## config.mk

```make
export PLATFORM = sky130hd
export DESIGN_NAME = instr_mem_loader_flat
export DESIGN_NICKNAME = d
export VERILOG_FILES = /design/src/rtl/instr_mem_loader_if.sv /design/src/rtl/instr_mem_loader.sv /design/src/flat_wrapper.sv
export SDC_FILE = /design/constraint.sdc
export NUM_CORES = 1
export LEC_CHECK = 0
export ABC_AREA = 1
export BUFFER_PORTS_ARGS = -buffer_cell sky130_fd_sc_hd__buf_2
export CORE_UTILIZATION = 60
export CTS_BUF_LIST = sky130_fd_sc_hd__clkbuf_8
export DETAILED_ROUTE_END_ITERATION = 8
export GPL_ROUTABILITY_DRIVEN = 1
export PLACE_DENSITY = 0.85
export REMOVE_ABC_BUFFERS = 1
export SLEW_MARGIN = 20
export SYNTH_ARGS = -nofsm -noshare
export SYNTH_HDL_FRONTEND = slang
export SYNTH_SLANG_ARGS = --single-unit
export TNS_END_PERCENT = 50
```

## constraint.sdc

```tcl
create_clock -name loader_clk -period 2.7 [get_ports loader_clk]
set_clock_uncertainty 0.2 [all_clocks]
set_input_delay 0.135 -clock loader_clk [delete_from_list [all_inputs] [get_ports loader_clk]]
set_output_delay 0.135 -clock loader_clk [all_outputs]
set_load 0.02 [all_outputs]
```

## src/rtl/instr_mem_loader_if.sv

```systemverilog
// Byte-stream handshake into the instruction memory loader.
// The master drives data/valid; the slave (loader) drives ready.
interface instr_mem_loader_if #(
  parameter int unsigned DATA_WIDTH = 8
);
  logic [DATA_WIDTH-1:0] loader_in_data;
  logic                  loader_in_valid;
  logic                  loader_in_ready;

  modport master (
    output loader_in_data,
    output loader_in_valid,
    input  loader_in_ready
  );

  modport slave (
    input  loader_in_data,
    input  loader_in_valid,
    output loader_in_ready
  );
endinterface

```

## src/rtl/instr_mem_loader.sv

```systemverilog
// Boot-time instruction memory loader. Receives a frame of
// [length, N program bytes, checksum], writes the program bytes from
// address 0 and releases the core only when the checksum matches.
module instr_mem_loader #(
  parameter int unsigned ADDR_WIDTH = 6,
  parameter int unsigned DATA_WIDTH = 8
) (
  input  logic                  loader_clk,
  input  logic                  loader_rst,
  input  logic                  loader_start,
  instr_mem_loader_if.slave     loader_in,
  output logic                  loader_mem_wr_en,
  output logic [ADDR_WIDTH-1:0] loader_mem_addr,
  output logic [DATA_WIDTH-1:0] loader_mem_data,
  output logic                  loader_core_run,
  output logic                  loader_busy,
  output logic                  loader_error,
  output logic [ADDR_WIDTH:0]   loader_byte_count
);

  typedef enum logic [2:0] {
    StIdle,
    StLen,
    StData,
    StCsum,
    StDone,
    StErr
  } state_e;

  // Length byte 0 encodes a full-depth program.
  localparam logic [ADDR_WIDTH:0] FullDepth = {1'b1, {ADDR_WIDTH{1'b0}}};

  state_e                state_q, state_d;
  logic [DATA_WIDTH-1:0] csum_q, csum_d;
  logic [ADDR_WIDTH:0]   count_q, count_d;
  logic [ADDR_WIDTH:0]   len_q, len_d;
  logic                  wr_en_q, wr_en_d;
  logic [ADDR_WIDTH-1:0] addr_q, addr_d;
  logic [DATA_WIDTH-1:0] wdata_q, wdata_d;

  logic                  in_ready;
  logic                  accept;
  logic [ADDR_WIDTH-1:0] len_trunc;
  logic [ADDR_WIDTH:0]   count_inc;

  // Ready is a pure state decode so it never loops back through valid.
  assign in_ready  = (state_q == StLen) || (state_q == StData) || (state_q == StCsum);
  assign accept    = loader_in.loader_in_valid && in_ready;
  assign len_trunc = ADDR_WIDTH'(loader_in.loader_in_data);
  assign count_inc = count_q + 1'b1;

  // Next-state logic for the frame FSM, checksum, counters and write port.
  always_comb begin
    state_d = state_q;
    csum_d  = csum_q;
    count_d = count_q;
    len_d   = len_q;
    wr_en_d = 1'b0;
    addr_d  = addr_q;
    wdata_d = wdata_q;
    case (state_q)
      StIdle, StDone, StErr: begin
        if (loader_start) begin
          state_d = StLen;
          csum_d  = '0;
          count_d = '0;
        end
      end
      StLen: begin
        if (accept) begin
          len_d   = (len_trunc == '0) ? FullDepth : {1'b0, len_trunc};
          state_d = StData;
        end
      end
      StData: begin
        if (accept) begin
          wr_en_d = 1'b1;
          addr_d  = count_q[ADDR_WIDTH-1:0];
          wdata_d = loader_in.loader_in_data;
          csum_d  = csum_q + loader_in.loader_in_data;
          count_d = count_inc;
          if (count_inc == len_q) state_d = StCsum;
        end
      end
      StCsum: begin
        if (accept) begin
          state_d = (loader_in.loader_in_data == csum_q) ? StDone : StErr;
        end
      end
      default: state_d = StIdle;
    endcase
  end

  // State register with synchronous active-low reset.
  always_ff @(posedge loader_clk) begin
    if (!loader_rst) begin
      state_q <= StIdle;
      csum_q  <= '0;
      count_q <= '0;
      len_q   <= '0;
      wr_en_q <= 1'b0;
      addr_q  <= '0;
      wdata_q <= '0;
    end else begin
      state_q <= state_d;
      csum_q  <= csum_d;
      count_q <= count_d;
      len_q   <= len_d;
      wr_en_q <= wr_en_d;
      addr_q  <= addr_d;
      wdata_q <= wdata_d;
    end
  end

  assign loader_in.loader_in_ready = in_ready;
  assign loader_mem_wr_en          = wr_en_q;
  assign loader_mem_addr           = addr_q;
  assign loader_mem_data           = wdata_q;
  assign loader_core_run           = (state_q == StDone);
  assign loader_busy               = in_ready;
  assign loader_error              = (state_q == StErr);
  assign loader_byte_count         = count_q;

endmodule
```

## src/flat_wrapper.sv

```systemverilog
// flat-port wrapper written by rule: the top's interface ports become plain ports
module instr_mem_loader_flat 
#(
  parameter int unsigned ADDR_WIDTH = 6,
  parameter int unsigned DATA_WIDTH = 8
)
  (loader_clk, loader_rst, loader_start, loader_mem_wr_en, loader_mem_addr, loader_mem_data, loader_core_run, loader_busy, loader_error, loader_byte_count, loader_in_loader_in_data, loader_in_loader_in_valid, loader_in_loader_in_ready);
  instr_mem_loader_if #(.DATA_WIDTH(DATA_WIDTH)) loader_in_i ();
  input  logic loader_clk;
  input  logic loader_rst;
  input  logic loader_start;
  output logic loader_mem_wr_en;
  output logic [ADDR_WIDTH-1:0] loader_mem_addr;
  output logic [DATA_WIDTH-1:0] loader_mem_data;
  output logic loader_core_run;
  output logic loader_busy;
  output logic loader_error;
  output logic [ADDR_WIDTH:0] loader_byte_count;
  input wire logic [$bits(loader_in_i.loader_in_data)-1:0] loader_in_loader_in_data;
  input wire logic [$bits(loader_in_i.loader_in_valid)-1:0] loader_in_loader_in_valid;
  output wire logic [$bits(loader_in_i.loader_in_ready)-1:0] loader_in_loader_in_ready;
  assign loader_in_i.loader_in_data = loader_in_loader_in_data;
  assign loader_in_i.loader_in_valid = loader_in_loader_in_valid;
  assign loader_in_loader_in_ready = loader_in_i.loader_in_ready;
  instr_mem_loader #(.ADDR_WIDTH(ADDR_WIDTH), .DATA_WIDTH(DATA_WIDTH)) u_core (.loader_clk(loader_clk), .loader_rst(loader_rst), .loader_start(loader_start), .loader_in(loader_in_i), .loader_mem_wr_en(loader_mem_wr_en), .loader_mem_addr(loader_mem_addr), .loader_mem_data(loader_mem_data), .loader_core_run(loader_core_run), .loader_busy(loader_busy), .loader_error(loader_error), .loader_byte_count(loader_byte_count));
endmodule
```

# After elaboration in Yosys (flattened, before gate mapping)
# Index checks and enable logic that the tools add are counted.
totals:
  register_bits: 40
  latchBits: 0
  ram_bits: 0
  mem_bits_ro: 0
  in_bits: 12
  output_inout_bits: 26
  elab_cells: 48
  mem_count: 0
op_classes:
  add_sub_neg: 2
  n_mul: 0
  n_div: 0
  n_lt_le_gt_ge: 0
  eq_ne: 12
  shifts: 0
  mux: 15
  bitwise: 0
  n_reduce_logical: 12
op_table:
  columns: ["operator", "n"]
  rows:
  - ["$mux W7", 3]
  - ["$mux W8", 2]
  - ["$pmux W8 S2", 1]
  - ["$mux W3", 5]
  - ["$pmux W7 S2", 1]
  - ["$pmux W3 S4", 1]
  - ["$add A8 B8 Y8", 1]
  - ["$eq A8 B8 Y1", 1]
  - ["$add A7 B1 Y7 const B", 1]
  - ["$eq A7 B7 Y1", 1]
  - ["$eq A3 B2 Y1 const B", 2]
  - ["$eq A3 B3 Y1 const B", 2]
  - ["$logic_not A6 Y1", 1]
  - ["$ne A2 B1 Y1 const B", 3]
  - ["$reduce_and A2 Y1", 3]
  - ["$reduce_and A5 Y1", 1]
  - ["$ne A2 B2 Y1 const B", 2]
  - ["$eq A3 B1 Y1 const B", 1]
  - ["$logic_not A3 Y1", 1]
  - ["$reduce_and A3 Y1", 1]
  - ["$reduce_or A3 Y1", 1]
  - ["$logic_or A1 B1 Y1", 2]
  - ["$mux W1", 2]
  - ["$reduce_bool A2 Y1", 1]
  - ["$logic_and A1 B1 Y1", 1]

# Logic depth before layout (Yosys ltp)
# Gate-level depths: netlist of the first run.
depth:
  ltp_word: 6
  ltp_mapped: 14
  depth_no_buf: 14

# Least setup slack after synthesis of the first run
# OpenSTA, ideal clock, no wires.
synth_timing:
  path_kind: "register to register"
  start: "reg u_core.count_q[1], in the netlist u_core.loader_byte_count[1]"
  end: "reg u_core.state_q[2]"
  setup_ns: 0.115
  arrival_time_ns: 1.575
  required_ns: 2.385
  path_slack_ns: 0.810
  stages_incl_launch_ff: 15
  n_path_buf: 0
  synth_period_minus_slack_ns: 1.890
  cell_sequence: "dfxtp_1 ha_1 nand2_2 nor2_2 nand2_1 nand2_1 nand2_2 nand2_1 nand2_1 nor2_1 nand2_1 nand2_2 nand3_1 nand2_1 nor2_1"
synth_via:
  elab_chain_len: 4
synth_rtl:
  columns: ["element", "line", "rtl"]
  rows:
  - ["start: declaration", "instr_mem_loader.sv:35", "logic [ADDR_WIDTH:0] count_q, count_d;"]
  - ["start signal: assignment", "instr_mem_loader.sv:107", "count_q <= count_d;"]
  - ["$add A7 B1 Y7", "instr_mem_loader.sv:50", "assign count_inc = count_q + 1'b1;"]
  - ["$eq A7 B7 Y1", "instr_mem_loader.sv:82", "if (count_inc == len_q) state_d = StCsum;"]
  - ["$ne A2 B2 Y1 (no line)", null, null]
  - ["$reduce_and A5 Y1 (no line)", null, null]
  - ["end signal: assignment", "instr_mem_loader.sv:97", "state_q <= StIdle;"]
  - ["end signal: assignment", "instr_mem_loader.sv:105", "state_q <= state_d;"]
  - ["end: declaration", "instr_mem_loader.sv:33", "state_e state_q, state_d;"]
# No other way between the ends.
# A chain may end at the register's enable or synchronous reset.

# Worst setup path in the final report of the first run
layout_timing:
  start: "in loader_in_loader_in_data[0]"
  end: "reg u_core.csum_q[6]"
layout_via:
  elab_chain_len: 3
layout_rtl:
  columns: ["element", "line", "rtl"]
  rows:
  - ["start: declaration", "flat_wrapper.sv:19", "input wire logic [$bits(loader_in_i.loader_in_data)-1:0] loader_in_loader_in_data;"]
  - ["$add A8 B8 Y8", "instr_mem_loader.sv:80", "csum_d = csum_q + loader_in.loader_in_data;"]
  - ["$mux W8", "instr_mem_loader.sv:76", "if (accept) begin"]
  - ["$pmux W8 S2", "instr_mem_loader.sv:61", "case (state_q)"]
  - ["end signal: assignment", "instr_mem_loader.sv:106", "csum_q <= csum_d;"]
  - ["end: declaration", "instr_mem_loader.sv:34", "logic [DATA_WIDTH-1:0] csum_q, csum_d;"]
# No other way between the ends. The select of a mux whose other input is x is not followed.

==> metrics.md, run 1 <==
| Metric | Value |
|---|---|
| Most used cell, CP | `nand2_1` |
| Worst Path Class, Setup | `in -> reg` |
| Worst Path Max Fanout | `4` |
| Yosys cell types | `30` |
| Gpl congestion | `0.867` |
| Cell Area, Synth | `0.00203 mm²` |
| Hold Crit Class | `in -> reg` |
| CP arrival | `2.16 ns` |
| Setup_tns | `0 ns` |
| Initial Utilization | `64.8%` |
| First-pass GRT wire length | `7830 µm` |
| Die width | `60.1 µm` |
| Fin nets | `355` |
| Clock transition at path regs | `0.08 ns` |
| Setup WS post-layout | `0.498 ns` |
| DRT Pass-1 Iters | `4` |
| Average routed wire per standard cell | `12.4 µm` |
| Period utilisation layout | `81.6%` |
| Num ports | `38` |
| Post-synth EDFFs | `0` |
| Latest clock arrival within the worst-skew pair | `0.29 ns` |
| Rows | `20` |
| Crit path time final | `2.20 ns` |
| Htree depth | `2` |
| Drt drc | `0` |
| CTS resizes | `0` |
| Main flop type after synthesis | `dfxtp_1` |
| Crit path launch type | `input port` |
| GRT Overall Usage | `29.4%` |
| Seq cells post-synth | `40` |
| Die area | `0.00361 mm²` |
| Slowest CP cell | `dlygate4sd3_1` |
| Post-CTS setup buffer count | `0` |
| PortBufs | `37` |
| Largest net degree at the start of global routing | `35` |
| CTS max path bufs | `2` |
| Pins Over Slew Limit | `0` |
| Yosys warnings | `0` |
| Final WL | `4680 µm` |
| TritonCTS clock tree | `yes` |
| Vias in the first global route | `1870` |
| Synth-to-layout area growth | `18.1%` |
| Register Area | `801 µm²` |
| Post-Syn Area per Cell | `6.97 µm²` |
| Static Leak | `0.00112 µW` |
| Sequential element share of the synthesized area | `39.5%` |
| Crit path cell chain | `dlygate4sd3_1, buf_2, ha_1, fa_1, a21oi_1, o21ai_0, nand2_1, nand2_1, nand2_1, nand3b_1, nand3_1, a21oi_1` |
| Vias | `2011` |
| Avg Vias per Cell | `5.31` |
| Maxcap violations | `0` |
| Antenna-violating nets left | `0` |
| Multi-input logic area | `0.00105 mm²` |
| Relative slew margins | `61.8%` |
| Share of post-route cells with drive strength above 1 | `17.6%` |
| Detailed Place HPWL | `3140 µm` |
| Die span in y | `60.1 µm` |
| Top achievable clock speed | `0.454 GHz` |
| RSZ-0062 raised after global routing | `no` |
| P per Cell Area | `776 mW/mm²` |
| Mapped Cells | `291` |
| Maximum vdd drop | `0.619 mV` |
| Post-Place Setup Slack | `0.759 ns` |
| Worst path required time | `2.66 ns` |
| Final Hold Viols | `0` |
| CP Capture Type | `flop` |
| Max incr delay on CP | `0.54 ns` |
| Initial antenna violation count | `0` |
| Worst Max-Slew Pin Slew | `0.573 ns` |
| TritonCTS Sinks | `40` |
| Fill cells | `250` |
| Run status | `finished clean` |
| Root Buffer | `clkbuf_8` |
| Cts bufs inserted | `5` |
| Remaining Overflow, GRT | `0` |
| Ant. Diodes | `0` |
| Setup Viol. Count Final | `0` |
| CORE AREA | `0.00313 mm²` |
| DR iter-0 viols | `156` |
| Ys async rst share | `0%` |
[sequential cells by signal (all words and copies together), names as in the netlist]
register                  count
u_core.csum_q                 8
u_core.loader_mem_data        8
u_core.len_q                  7
u_core.loader_byte_count      7
u_core.loader_mem_addr        6
u_core.state_q                3
u_core.loader_mem_wr_en       1
[timing repair]
action	CTS	global route
endpoints found under the setup margin	0	0
hold endpoints to repair	12	0
hold buffers	8	0
[cell families (layout without fill, tap and decap cells)]
group                      after synthesis  count (layout)  share of synthesized area [%]
adders and majority gates                9               9                           5.93
buffers and inverters                   44              88                           8.89
DFF                                     40              40                           39.5
AOI/OAI and AO/OA                       67              67                           17.0
and+or+nand+nor                        128             128                           27.3
xor gates and xnor gates                 3               3                           1.30
[critical path, delay by kind of cell]
family	cells	cell delay, ns
AO/OA/AOI/OAI	3	0.31
adder cells (fa/ha/maj)	2	0.64
AND/OR/NAND/NOR	5	0.38
buffers and inverters	2	0.69
[power by group]
| part | internal [µW] | switching, µW |
|---|---|---|
| registers | 684 | 62.5 |
| clock network | 204 | 205 |
| logic | 222 | 479 |
| total | 1110 | 747 |
[routing by layer]
metal  vias to the layer above  global-route usage [%]  wire (µm)
li1                       1039                       -          -
met3                        14                    7.58        275
met5                         -                       0          0
met4                         0                    15.6        139
met1                       894                    33.2       2000
met2                        64                    50.1       2270
[stage by stage]
stage | instances | utilization, % | instance area (µm²) | hold WS [ns] | power (µW)
3_5_place_dp | 363 | 71.0 | 2220 | 0.201 | 1440
4_1_cts | 379 | 76.6 | 2390 | 0.0535 | 1860
6_report | 379 | 76.6 | 2390 | 0.0713 | 1860
2_1_floorplan | 281 | - | 1970 | 0.0557 | 1240
5_1_grt | 379 | 76.6 | 2390 | 0.0846 | 1980
3_3_place_gp | 363 | 71.0 | 2220 | 0.194 | 1430
[path summary, 6_finish.rpt]
check / to / slack, ns / cells after the start / startpoint
max: u_core.csum_q[6]$_SDFFE_PN0P_ / 0.50 / 12 / loader_in_loader_in_data[0]
min: u_core.state_q[2]$_SDFFE_PN0P_ / 0.07 / 3 / loader_rst
max reg2reg: u_core.csum_q[6]$_SDFFE_PN0P_ / 0.74 / 10 / u_core.csum_q[0]$_SDFFE_PN0P_
min reg2reg: u_core.csum_q[3]$_SDFFE_PN0P_ / 0.26 / 2 / u_core.csum_q[3]$_SDFFE_PN0P_
[area by class of cell]
| type | instances | share of cell area [%] |
|---|---|---|
| clock buffer | 6 | 3.45 |
| tap | 44 | 2.30 |
| clock inverter | 2 | 0.418 |
| timing repair buffer | 46 | 11.4 |
| sequential | 40 | 33.4 |
| multi-input combinational | 207 | 43.7 |
| inverter | 34 | 5.33 |
[cell usage in the layout (no fill, tap or decap), types with 2 or more instances in the layout]
cell type	synthesis	layout
nand2_1	63	63
nand3b_1	2	2
nand4_1	3	3
nor4_1	2	2
nand3_1	15	15
xor2_1	2	2
or2_2	2	2
a21oi_1	38	38
buf_2	3	37
ha_1	8	8
clkbuf_8	0	6
clkinv_2	0	2
nor3_1	4	4
o21ai_0	24	24
inv_2	3	3
nor2_1	29	29
inv_1	31	31
nand2_2	4	4
nor2_2	2	2
dfxtp_1	40	40
dlygate4sd3_1	0	8
[Yosys cell counts (3+ instances only)]
cell type  instances  share of area (%)
a21oi_1           38                9.4
nor2_1            29                5.4
inv_1             31                5.7
ha_1               8                4.9
nor3_1             4               0.99
dfxtp_1           40                 40
inv_2              3               0.56
nand3_1           15                3.7
nand2_1           63                 12
nand2_2            4                1.2
nand4_1            3               0.93
clkbuf_1           5               0.93
buf_2              3               0.74
o21ai_0           24                5.9
Note: power is estimated with default switching activity, not from simulation.
==> run 2, diff against run 1 <==
--- a/config.mk
+++ b/config.mk
@@ -7,11 +7,11 @@
 export LEC_CHECK = 0
 export ABC_AREA = 1
 export BUFFER_PORTS_ARGS = -buffer_cell sky130_fd_sc_hd__buf_2
-export CORE_UTILIZATION = 60
+export CORE_UTILIZATION = 57
 export CTS_BUF_LIST = sky130_fd_sc_hd__clkbuf_8
 export DETAILED_ROUTE_END_ITERATION = 8
 export GPL_ROUTABILITY_DRIVEN = 1
-export PLACE_DENSITY = 0.85
+export PLACE_DENSITY = 0.82
 export REMOVE_ABC_BUFFERS = 1
 export SLEW_MARGIN = 20
 export SYNTH_ARGS = -nofsm -noshare
==> constraint.sdc (replaced) <==
create_clock -name loader_clk -period 2.1 [get_ports loader_clk]
set_clock_uncertainty 0.2 [all_clocks]
set_input_delay 0.105 -clock loader_clk [delete_from_list [all_inputs] [get_ports loader_clk]]
set_output_delay 0.105 -clock loader_clk [all_outputs]
set_load 0.02 [all_outputs]
==> metrics.md, run 2 (synthesis gave the netlist of run 1 again) <==
| Metric | Value |
|---|---|
| Run status | `finished clean (unchanged)` |
| Vias | `1988 (was 2011)` |
| P per Cell Area | `974 mW/mm² (was 776 mW/mm²)` |
| Placed Cells | `367 (was 363)` |
| Slowest CP cell | `dlygate4sd3_1 (unchanged)` |
| Flop-to-flop setup slack | `0.17 ns (was 0.74 ns)` |
| Maxcap violations | `0 (unchanged)` |
| Largest net degree at the start of global routing | `35 (unchanged)` |
| CP Capture Type | `flop (unchanged)` |
| Setup Viol. Count Final | `0 (unchanged)` |
| GRT Overall Usage | `25.8% (was 29.4%)` |
| Final Non-Filler Cells | `384 (was 379)` |
| Antenna-violating nets left | `0 (unchanged)` |
| Avg Vias per Cell | `5.18 (was 5.31)` |
| Synth-to-layout area growth | `19.9% (was 18.1%)` |
| Clock transition at path regs | `0.08 ns (about the same)` |
| Multi-input logic area | `0.00106 mm² (was 0.00105 mm²)` |
| Relative slew margins | `61.8% (about the same)` |
| PortBufs | `37 (unchanged)` |
| Maximum vdd drop | `0.602 mV (was 0.619 mV)` |
| Power share of the combinational group | `38.1% (was 37.8%)` |
| Reg2Reg Capture Point | `u_core.state_q[2]$_SDFFE_PN0P_ (was u_core.csum_q[6]$_SDFFE_PN0P_)` |
| CTS max path bufs | `2 (unchanged)` |
| Gpl congestion | `0.858 (was 0.867)` |
| Ant. Diodes | `0 (unchanged)` |
| Worst Path Max Fanout | `5 (was 4)` |
| Worst Reg-to-Reg Cells | `14 (was 10)` |
| Die width | `61.6 µm (was 60.1 µm)` |
| First-pass GRT wire length | `7070 µm (was 7830 µm)` |
| Int Pwr | `1400 µW (was 1110 µW)` |
| Max incr delay on CP | `0.53 ns (was 0.54 ns)` |
| RSZ-0062 raised after global routing | `yes (was no)` |
| Remaining Overflow, GRT | `0 (unchanged)` |
| Htree depth | `2 (unchanged)` |
| Register Area | `801 µm² (unchanged)` |
| Die span in y | `61.6 µm (was 60.1 µm)` |
| Commonest cells after routing, fill and taps aside | `nand2_1, dfxtp_1, buf_2 (was nand2_1, dfxtp_1, a21oi_1)` |
| Num ports | `38 (unchanged)` |
| Vias in the first global route | `1618 (was 1870)` |
| Flop pwr share | `40.4% (was 40.2%)` |
| Static Leak | `0.00113 µW (was 0.00112 µW)` |
| Most used cell, CP | `nand2_1 (unchanged)` |
| Post-CTS setup buffer count | `0 (unchanged)` |
| Worst Path Class, Setup | `in -> reg (unchanged)` |
| CP arrival | `1.93 ns (was 2.16 ns)` |
| Hold Crit Class | `in -> reg (unchanged)` |
| DR iter-0 viols | `148 (was 156)` |
| Root Buffer | `clkbuf_8 (unchanged)` |
| Worst Hold End | `u_core.csum_q[0]$_SDFFE_PN0P_ (was u_core.state_q[2]$_SDFFE_PN0P_)` |
| Fill cells | `312 (was 250)` |
| CORE AREA | `0.00336 mm² (was 0.00313 mm²)` |
| Worst Max-Slew Pin Slew | `0.572 ns (was 0.573 ns)` |
| Crit path launch type | `input port (unchanged)` |
| TritonCTS Sinks | `40 (unchanged)` |
| Setup WS post-layout | `0.130 ns (was 0.498 ns)` |
| Latest clock arrival within the worst-skew pair | `0.30 ns (was 0.29 ns)` |
| Cts bufs inserted | `5 (unchanged)` |
| Hold Startpoint | `loader_in_loader_in_data[0] (was loader_rst)` |
| Average routed wire per standard cell | `11.5 µm (was 12.4 µm)` |
| Switching part of the total | `40.7% (was 40.2%)` |
| Crit path time final | `1.97 ns` |
| Commonest non-fill, non-tap cell in the layout | `nand2_1 (unchanged)` |
| DRT Pass-1 Iters | `4 (unchanged)` |
| Initial antenna violation count | `0 (unchanged)` |
| Top achievable clock speed | `0.508 GHz` |
| Crit path cell chain | `dlygate4sd3_1, buf_2, ha_2, nand3_1, nand2_1, nand2_1, nand2_1, a21oi_2, and2_1, o21ai_0, a21oi_1 (was dlygate4sd3_1, buf_2, ha_1, fa_1, a21oi_1, o21ai_0, nand2_1, nand2_1, nand2_1, nand3b_1, nand3_1, a21oi_1)` |
| Rows | `21 (was 20)` |
| Drt drc | `0 (unchanged)` |
| Detailed Place HPWL | `3020 µm (was 3140 µm)` |
| Fin nets | `358 (was 355)` |
| Share of post-route cells with drive strength above 1 | `19.2% (was 17.6%)` |
| Pins Over Slew Limit | `0 (unchanged)` |
| Post-Place Setup Slack | `0.160 ns (was 0.759 ns)` |
| RR Startpoint | `u_core.loader_byte_count[0]$_SDFFE_PN0P_ (was u_core.csum_q[0]$_SDFFE_PN0P_)` |
| Period utilisation layout | `93.8%` |
| Hold path cells | `4 (was 3)` |
| Clk pwr share | `21.5% (was 22.0%)` |
| Final Hold Viols | `0 (unchanged)` |
| Final WL | `4420 µm (was 4680 µm)` |
| Die area | `0.00380 mm² (was 0.00361 mm²)` |
| TritonCTS clock tree | `yes (unchanged)` |
| Psw | `964 µW (was 747 µW)` |
| Initial Utilization | `60.3% (was 64.8%)` |
| Worst path required time | `2.06 ns (was 2.66 ns)` |
## run 2: changes by cell type in the layout (fill, tap and decap cells not counted), sizes merged
cell	delta
buf	+2
clkbuf	-1
clkinv	+1
dlygate4sd3	+1
## run 2: area by class of cell
cell class              instances  area share [%]
well taps                      46            2.37
flip-flops and latches         40            33.0
clock inverters                 3           0.772
inverters                      34            5.25
repair buffers                 49            12.3
clock buffers                   5            2.83
multi-input cells             207            43.6
## run 2: how the worst max path moves through the flow
stage	from	end	slack (ns)	depth (start not counted)
6_report	loader_in_loader_in_data[2]	u_core.csum_q[5]$_SDFFE_PN0P_	0.13	11
5_1_grt	loader_in_loader_in_data[2]	u_core.csum_q[5]$_SDFFE_PN0P_	-0.02	11
4_1_cts	loader_in_loader_in_data[2]	u_core.csum_q[5]$_SDFFE_PN0P_	0.02	11
3_5_place_dp	u_core.csum_q[0]$_SDFFE_PN0P_	u_core.csum_q[6]$_SDFFE_PN0P_	0.16	10
3_3_place_gp	u_core.csum_q[0]$_SDFFE_PN0P_	u_core.csum_q[6]$_SDFFE_PN0P_	0.23	10
2_1_floorplan	u_core.state_q[1]$_SDFFE_PN0P_	u_core.loader_byte_count[0]$_SDFFE_PN0P_	0.17	9
## run 2: routing by layer
layer	global-route usage, %	part of all wire (%)
met5	0	0
met4	8.89	1.4
met3	7.56	3.8
met2	41.5	46
met1	33.1	49
## run 2: per-stage QoR
step           util [%]  cell area [µm²]  power [µW]  hold slack [ns]  setup TNS [ns]
3_5_place_dp       66.6             2240        1850            0.182               0
4_1_cts            71.9             2420        2370           0.0527               0
5_1_grt            72.2             2430        2560            0.112         -0.0277
6_report           72.2             2430        2370           0.0711               0
3_3_place_gp       66.6             2240        1840            0.164               0
2_1_floorplan         -             1970        1600           0.0257               0
## run 2: repair_timing
action,4_1_cts,5_1_grt
resized for setup,0,4
endpoints found under the setup margin,0,3
hold buffers,9,0
endpoints found under the hold margin,19,0
## run 2: worst max-delay path: cells and delay by family
family          cells  cell delay, ns
buf+inv             2            0.68
simple gates        5            0.47
fa+ha+maj           1            0.39
compound gates      3            0.27
## run 2: power groups by stage
stage          Clock [µW]  Combinational (µW)  Sequential, µW
2_1_floorplan           0                 568            1030
3_3_place_gp            0                 869             969
3_5_place_dp            0                 879             972
4_1_cts               522                 895             956
5_1_grt               557                1020             974
6_report              510                 901             956
